$ cat src/rtl/plru_ctrl.sv
// plru_ctrl: access and flush-sweep controller for the 4-way tree-PLRU file.
// Define PLRU_STATS_EN to build the saturating hit/miss counters.
module plru_ctrl #(
  parameter int NUM_SET = 16,
  parameter int SET_IDX = 4
) (
  input  logic               clk,
  input  logic               rst,
  input  logic               req_valid,
  output logic               req_ready,
  input  logic [SET_IDX-1:0] req_set,
  input  logic               req_hit,
  input  logic [1:0]         req_way,
  output logic               resp_valid,
  input  logic               resp_ready,
  output logic [1:0]         resp_way,
  input  logic               flush_req,
  output logic               flush_done,
  output logic [SET_IDX-1:0] plru_sr,
  input  logic [2:0]         plru_sv,
  output logic               regf_we,
  output logic [SET_IDX-1:0] plru_dr,
  output logic [2:0]         plru_dv,
  output logic [2:0]         plru_mask,
  output logic [31:0]        hit_cnt,
  output logic [31:0]        miss_cnt
);

  typedef enum logic [1:0] {
    IDLE  = 2'd0,
    DRAIN = 2'd1,
    SWEEP = 2'd2
  } state_e;

  state_e             state_q, state_d;
  logic               s_valid_q, s_valid_d;
  logic [SET_IDX-1:0] s_set_q, s_set_d;
  logic               s_hit_q, s_hit_d;
  logic [1:0]         s_way_q, s_way_d;
  logic               resp_valid_q, resp_valid_d;
  logic [1:0]         resp_way_q, resp_way_d;
  logic [SET_IDX-1:0] cnt_q, cnt_d;
  logic               flush_done_q, flush_done_d;

  logic       s_fire;
  logic       accept;
  logic       sweep_last;
  logic [1:0] victim;
  logic [1:0] acc_way;

  assign s_fire     = s_valid_q && (!resp_valid_q || resp_ready);
  assign sweep_last = (state_q == SWEEP) &&
                      (cnt_q == SET_IDX'(NUM_SET - 1));

  always_ff @(posedge clk) begin
    if (rst) begin
      state_q      <= IDLE;
      s_valid_q    <= 1'b0;
      s_set_q      <= '0;
      s_hit_q      <= 1'b0;
      s_way_q      <= '0;
      resp_valid_q <= 1'b0;
      resp_way_q   <= '0;
      cnt_q        <= '0;
      flush_done_q <= 1'b0;
    end else begin
      state_q      <= state_d;
      s_valid_q    <= s_valid_d;
      s_set_q      <= s_set_d;
      s_hit_q      <= s_hit_d;
      s_way_q      <= s_way_d;
      resp_valid_q <= resp_valid_d;
      resp_way_q   <= resp_way_d;
      cnt_q        <= cnt_d;
      flush_done_q <= flush_done_d;
    end
  end

  always_comb begin
    state_d = state_q;
    unique case (state_q)
      IDLE:    if (flush_req) state_d = DRAIN;
      DRAIN:   if (!s_valid_q) state_d = SWEEP;
      SWEEP:   if (sweep_last) state_d = IDLE;
      default: state_d = IDLE;
    endcase
  end

  always_comb begin
    req_ready = (state_q == IDLE) && !flush_req &&
                (!s_valid_q || s_fire);
    accept    = req_valid && req_ready;
    victim    = plru_sv[0] ? (plru_sv[2] ? 2'd3 : 2'd2)
                           : (plru_sv[1] ? 2'd1 : 2'd0);
    acc_way   = s_hit_q ? s_way_q : victim;

    s_valid_d = accept || (s_valid_q && !s_fire);
    s_set_d   = accept ? req_set : s_set_q;
    s_hit_d   = accept ? req_hit : s_hit_q;
    s_way_d   = accept ? req_way : s_way_q;

    // A fire in the same cycle keeps the response valid for the new way.
    resp_valid_d = s_fire || (resp_valid_q && !resp_ready);
    resp_way_d   = s_fire ? acc_way : resp_way_q;

    cnt_d        = (state_q == SWEEP && !sweep_last) ?
                   cnt_q + 1'b1 : '0;
    flush_done_d = sweep_last;
  end

  always_comb begin
    plru_sr   = s_valid_q ? s_set_q : '0;
    regf_we   = 1'b0;
    plru_dr   = s_set_q;
    plru_dv   = 3'b000;
    plru_mask = 3'b000;
    if (state_q == SWEEP) begin
      regf_we   = 1'b1;
      plru_dr   = cnt_q;
      plru_mask = 3'b111;
    end else if (s_fire) begin
      regf_we    = 1'b1;
      plru_dv[0] = ~acc_way[1];
      if (acc_way[1]) begin
        plru_dv[2] = ~acc_way[0];
        plru_mask  = 3'b101;
      end else begin
        plru_dv[1] = ~acc_way[0];
        plru_mask  = 3'b011;
      end
    end
  end

  assign resp_valid = resp_valid_q;
  assign resp_way   = resp_way_q;
  assign flush_done = flush_done_q;

`ifdef PLRU_STATS_EN
  logic [31:0] hit_cnt_q, hit_cnt_d;
  logic [31:0] miss_cnt_q, miss_cnt_d;

  always_comb begin
    hit_cnt_d  = hit_cnt_q;
    miss_cnt_d = miss_cnt_q;
    if (s_fire && s_hit_q && hit_cnt_q != 32'hFFFF_FFFF)
      hit_cnt_d = hit_cnt_q + 32'd1;
    if (s_fire && !s_hit_q && miss_cnt_q != 32'hFFFF_FFFF)
      miss_cnt_d = miss_cnt_q + 32'd1;
  end

  always_ff @(posedge clk) begin
    if (rst) begin
      hit_cnt_q  <= '0;
      miss_cnt_q <= '0;
    end else begin
      hit_cnt_q  <= hit_cnt_d;
      miss_cnt_q <= miss_cnt_d;
    end
  end

  assign hit_cnt  = hit_cnt_q;
  assign miss_cnt = miss_cnt_q;
`else
  assign hit_cnt  = 32'd0;
  assign miss_cnt = 32'd0;
`endif

endmodule

$ cat config.mk
export PLATFORM = sky130hd
export DESIGN_NAME = plru_ctrl
export DESIGN_NICKNAME = d
export VERILOG_FILES = /design/src/rtl/plru_ctrl.sv
export SDC_FILE = /design/constraint.sdc
export NUM_CORES = 1
export LEC_CHECK = 0
export BUFFER_PORTS_ARGS = -buffer_cell sky130_fd_sc_hd__buf_2
export CAP_MARGIN = 20
export CELL_PAD_IN_SITES_DETAIL_PLACEMENT = 2
export CELL_PAD_IN_SITES_GLOBAL_PLACEMENT = 2
export CORE_UTILIZATION = 21
export CTS_CLUSTER_SIZE = 20
export DETAILED_ROUTE_END_ITERATION = 6
export PLACE_DENSITY_LB_ADDON = 0.12
export SLEW_MARGIN = 20
export SYNTH_ARGS = -nofsm -noshare
export SYNTH_HDL_FRONTEND = slang
export SYNTH_SLANG_ARGS = --single-unit
$ cat constraint.sdc
create_clock -name clk -period 1.3 [get_ports clk]
set_input_delay 0.065 -clock clk [delete_from_list [all_inputs] [get_ports clk]]
set_output_delay 0.065 -clock clk [all_outputs]
set_load 0.005 [all_outputs]
==> summary.log <==
qor: worst_setup_path.path_max_fanout 2
qor: pwr.power_frac_seq 0.429
qor: clocking.cts.reportedPaths.clkPinSlew 0.07 ns
qor: placement.dp_cells 274
qor: floorplan.floorplan.initialDensity 0.2187
qor: detailed_routing.avgRoutedWirePerCell 11.38 um
qor: timing.hold_ws 0.06570 ns
qor: clocking.cts.htree.levels 1
qor: detailed_routing.drtPass1Iterations 4
qor: floorplan.floorplan.io_pins 99
qor: timing.rsz0062_at_grt true
qor: synthesis.ys_seq_elements 18
qor: pwr.total_leakage_power 0.8281 nW
qor: timing.timing.fmax 715.1 MHz
qor: pwr.clkPwrFrac 0.338
qor: pwr.cell_internal_pwr 1.009 mW
qor: cells_and_area.synthToLayoutAreaGrowth 17.83%
qor: placement.port-buffer-count 34
qor: synthesis.ys_async_sr_fraction 0
qor: synthesis.yosys.cell_count.top_type buf_4
qor: global_route.global_route_usage_sum 0.09229
qor: clocking.cts_tree built
qor: synthesis.postSynth.topFlopCell dfxtp_1
qor: detailed_routing.drt_drc_violations_left 0
qor: clocking.cts-hold-fix-buffers 0
qor: pwr.cellPowerDensity 850.5 nW/um^2
qor: floorplan.fp.coreArea 6386 um^2
qor: timing.fin_setup_tns -0.5920 ns
qor: worst_setup_path.worstSetupStartpointType flop
qor: floorplan.die-width 83.54 um
qor: global_route.grtUsageMet2 0.1542
qor: timing.worst_slack -0.09839 ns
qor: clocking.tritoncts.num_buffers 3
qor: worst_setup_path.worst_r2r_path_depth 5
qor: detailed_routing.drt_wl_total 3231 um
qor: synthesis.synthesis.instances 164
qor: synthesis.yosys_warnings 0
qor: floorplan.dieHeight 83.54 um
qor: cells_and_area.layoutNonFillerInstCount 284
qor: pwr.power_switching_share 0.2789
qor: timing.clock_skew 0.002020 ns
qor: global_route.grt_pass1_vias 991
qor: global_route.grt_antenna_before_repair 0
qor: pwr.comb_power_share 0.233
qor: timing.maxSlewViolCount 0
qor: global_route.grt_start_max_net_pins 24
qor: outcome.status finished with violations
qor: synthesis.synth_edf_count 0
qor: detailed_routing.route.antenna.remaining_nets 0
qor: timing.hold_viol_final 0
qor: global_route.globalRoute.totalOverflow 0
qor: worst_setup_path.crit_path_arrival_time 1.33 ns
qor: hold_path.timing.hold.worst.class in -> reg
qor: clocking.clock_sinks 18
qor: timing.finalSetupViolCount 8
qor: detailed_routing.num_vias 1018
qor: synthesis.synth.top_cells.by_area buf_4 (35%), dfxtp_1 (26%), nand2b_1 (7.2%)
qor: pwr.report.power.total 1.399 mW
qor: cells_and_area.multi_input_logic_area 797.0 um^2
qor: worst_setup_path.worst-setup-path-type reg -> out
qor: global_route.met1_track_demand_over_resource_in_global_routing 0.1178
qor: cells_and_area.antenna_fix_cells 0
qor: cells_and_area.sequential_cell_area_in_the_final_layout 366.6 um^2
qor: clocking.clk-insertion-delay-late 0.26 ns
qor: clocking.clock_path_buffers 2
qor: timing.final.period_utilization 1.076
qor: worst_setup_path.worst_ep_required_time 1.24 ns
qor: hold_path.min_delay_path_depth 3
qor: cells_and_area.num-fill-cells 772
qor: cells_and_area.finish.net_count 224
qor: pwr.power_switching 390.3 uW
qor: synthesis.yosys.area.top_type_share 0.3495
qor: global_route.top_usage_layer met2
qor: global_route.met3_track_demand_over_resource_in_global_routing 0.02176
qor: timing.finalWorstPathRequiredPeriod 1.398 ns
qor: detailed_routing.post_drt_via_cell_ratio 3.585
qor: outcome.violated_checks negative setup slack
qor: clocking.cts.root.buffer_cell clkbuf_8
qor: synthesis.synth_largest_area_cell buf_4
qor: synthesis.yosysUniqueCellTypes 29
qor: job.max_cap_viol_count 0
qor: synthesis.ys_seq_area_frac 0.2581
qor: synthesis.synth_common_cells buf_4 (65), dfxtp_1 (18), nand2b_1 (16)
qor: placement.dpl_worst_slack 0.05218 ns
qor: floorplan.rows 29
qor: placement.detailedPlacementHpwl 2484 um
qor: floorplan.floorplan.die_area 6979 um^2
qor: pwr.maximum_ir_drop_on_the_vdd_rail 0.0002974 V
qor: placement.placer_congestion_estimate 0.6887
qor: global_route.grt_first_pass_wirelength 5119 um
qor: synthesis.cell_area_after_synthesis 1396 um^2
qor: cells_and_area.share_of_cells_above_drive_strength_1 0.3382
qor: synthesis.synth_area_per_cell 8.514 um^2
qor: worst_setup_path.worstSetupEndpointType primary output
qor: detailed_routing.initial_detailed_routing_violation_count 24
worst paths after layout:
kind	start	to	slack (ns)
worst min-delay path	req_set[0]	s_set_q[0]$_SDFFE_PP0P_	0.07
worst max-delay path	s_hit_q$_SDFFE_PP0P_	plru_dv[2]	-0.1
worst max register to register	state_q[1]$_SDFFE_PP0P_	s_hit_q$_SDFFE_PP0P_	0.11
worst min register to register	s_way_q[1]$_SDFFE_PP0P_	s_way_q[1]$_SDFFE_PP0P_	0.49
routing by layer:
layer	routed length, um	vias up
li1	-	486
met1	1431	471
met2	1556	61
met3	243	0
met4	0	0
met5	0	-
critical path, cell delays in order, from the launching register on:
cell and delay, ns:
dfxtp_2 0.33, mux2i_2 0.16, buf_4 0.14, nand3b_1 0.16, nor3_1 0.15, buf_2 0.14
final cells by class:
cell class,instances,share of cell area
timing repair buffer,47,0.1939
multi-input combinational,135,0.4844
inverter,3,0.006844
clock buffer,4,0.03346
sequential,18,0.2228
tap,77,0.05856
power groups by stage:
stage               Combinational, mW  Sequential, mW  Clock [mW]
CTS                             0.299           0.599       0.496
global route                    0.364           0.604       0.519
detailed placement              0.260           0.610           0
global placement                0.255           0.608           0
finish                          0.326           0.600       0.474
floorplan                       0.301           0.606           0
state kept, by name (all words and copies together), names as in the netlist:
register and flops:
cnt_q 4, flush_done 1, resp_valid 1, resp_way 2, s_hit_q 1, s_set_q 4, s_valid_q 1, s_way_q 2
state_q 2
kinds of logic after synthesis:
logic type	after synthesis	share of synthesized area
buffers and inverters	74	0.3817
and+or+nand+nor	45	0.1855
DFF	18	0.2581
muxes	14	0.1048
AOI/OAI and AO/OA	9	0.04571
xor gates and xnor gates	2	0.01255
adders and majority gates	1	0.008959
other	1	0.002686
cells in the final DEF (no fill, tap or decap), drive strengths merged, types with 3 or more instances in the layout:
cell	netlist	final
clkbuf	2	4
nand3	4	4
nor3	6	6
a21oi	4	4
dfxtp	18	18
and2	5	5
nand2b	16	16
nand3b	3	3
nand2	5	5
mux2	5	5
inv	3	3
nor2	4	4
conb	1	64
buf	69	47
mux2i	9	9
repair_timing:
item | in CTS | in global routing
endpoints found under the setup margin | 9 | 19
gates resized for setup | 18 | 8
pin swaps | 0 | 4
cloned | 0 | 0
setup buffers | 4 | 2
metrics by stage:
stage               utilization  instance area (um^2)
floorplan                     -                  1633
global placement         0.2259                  1443
detailed placement       0.2259                  1443
CTS                      0.2494                  1593
global route             0.2576                  1645
finish                   0.2576                  1645
(Power assumes the default switching activity.)
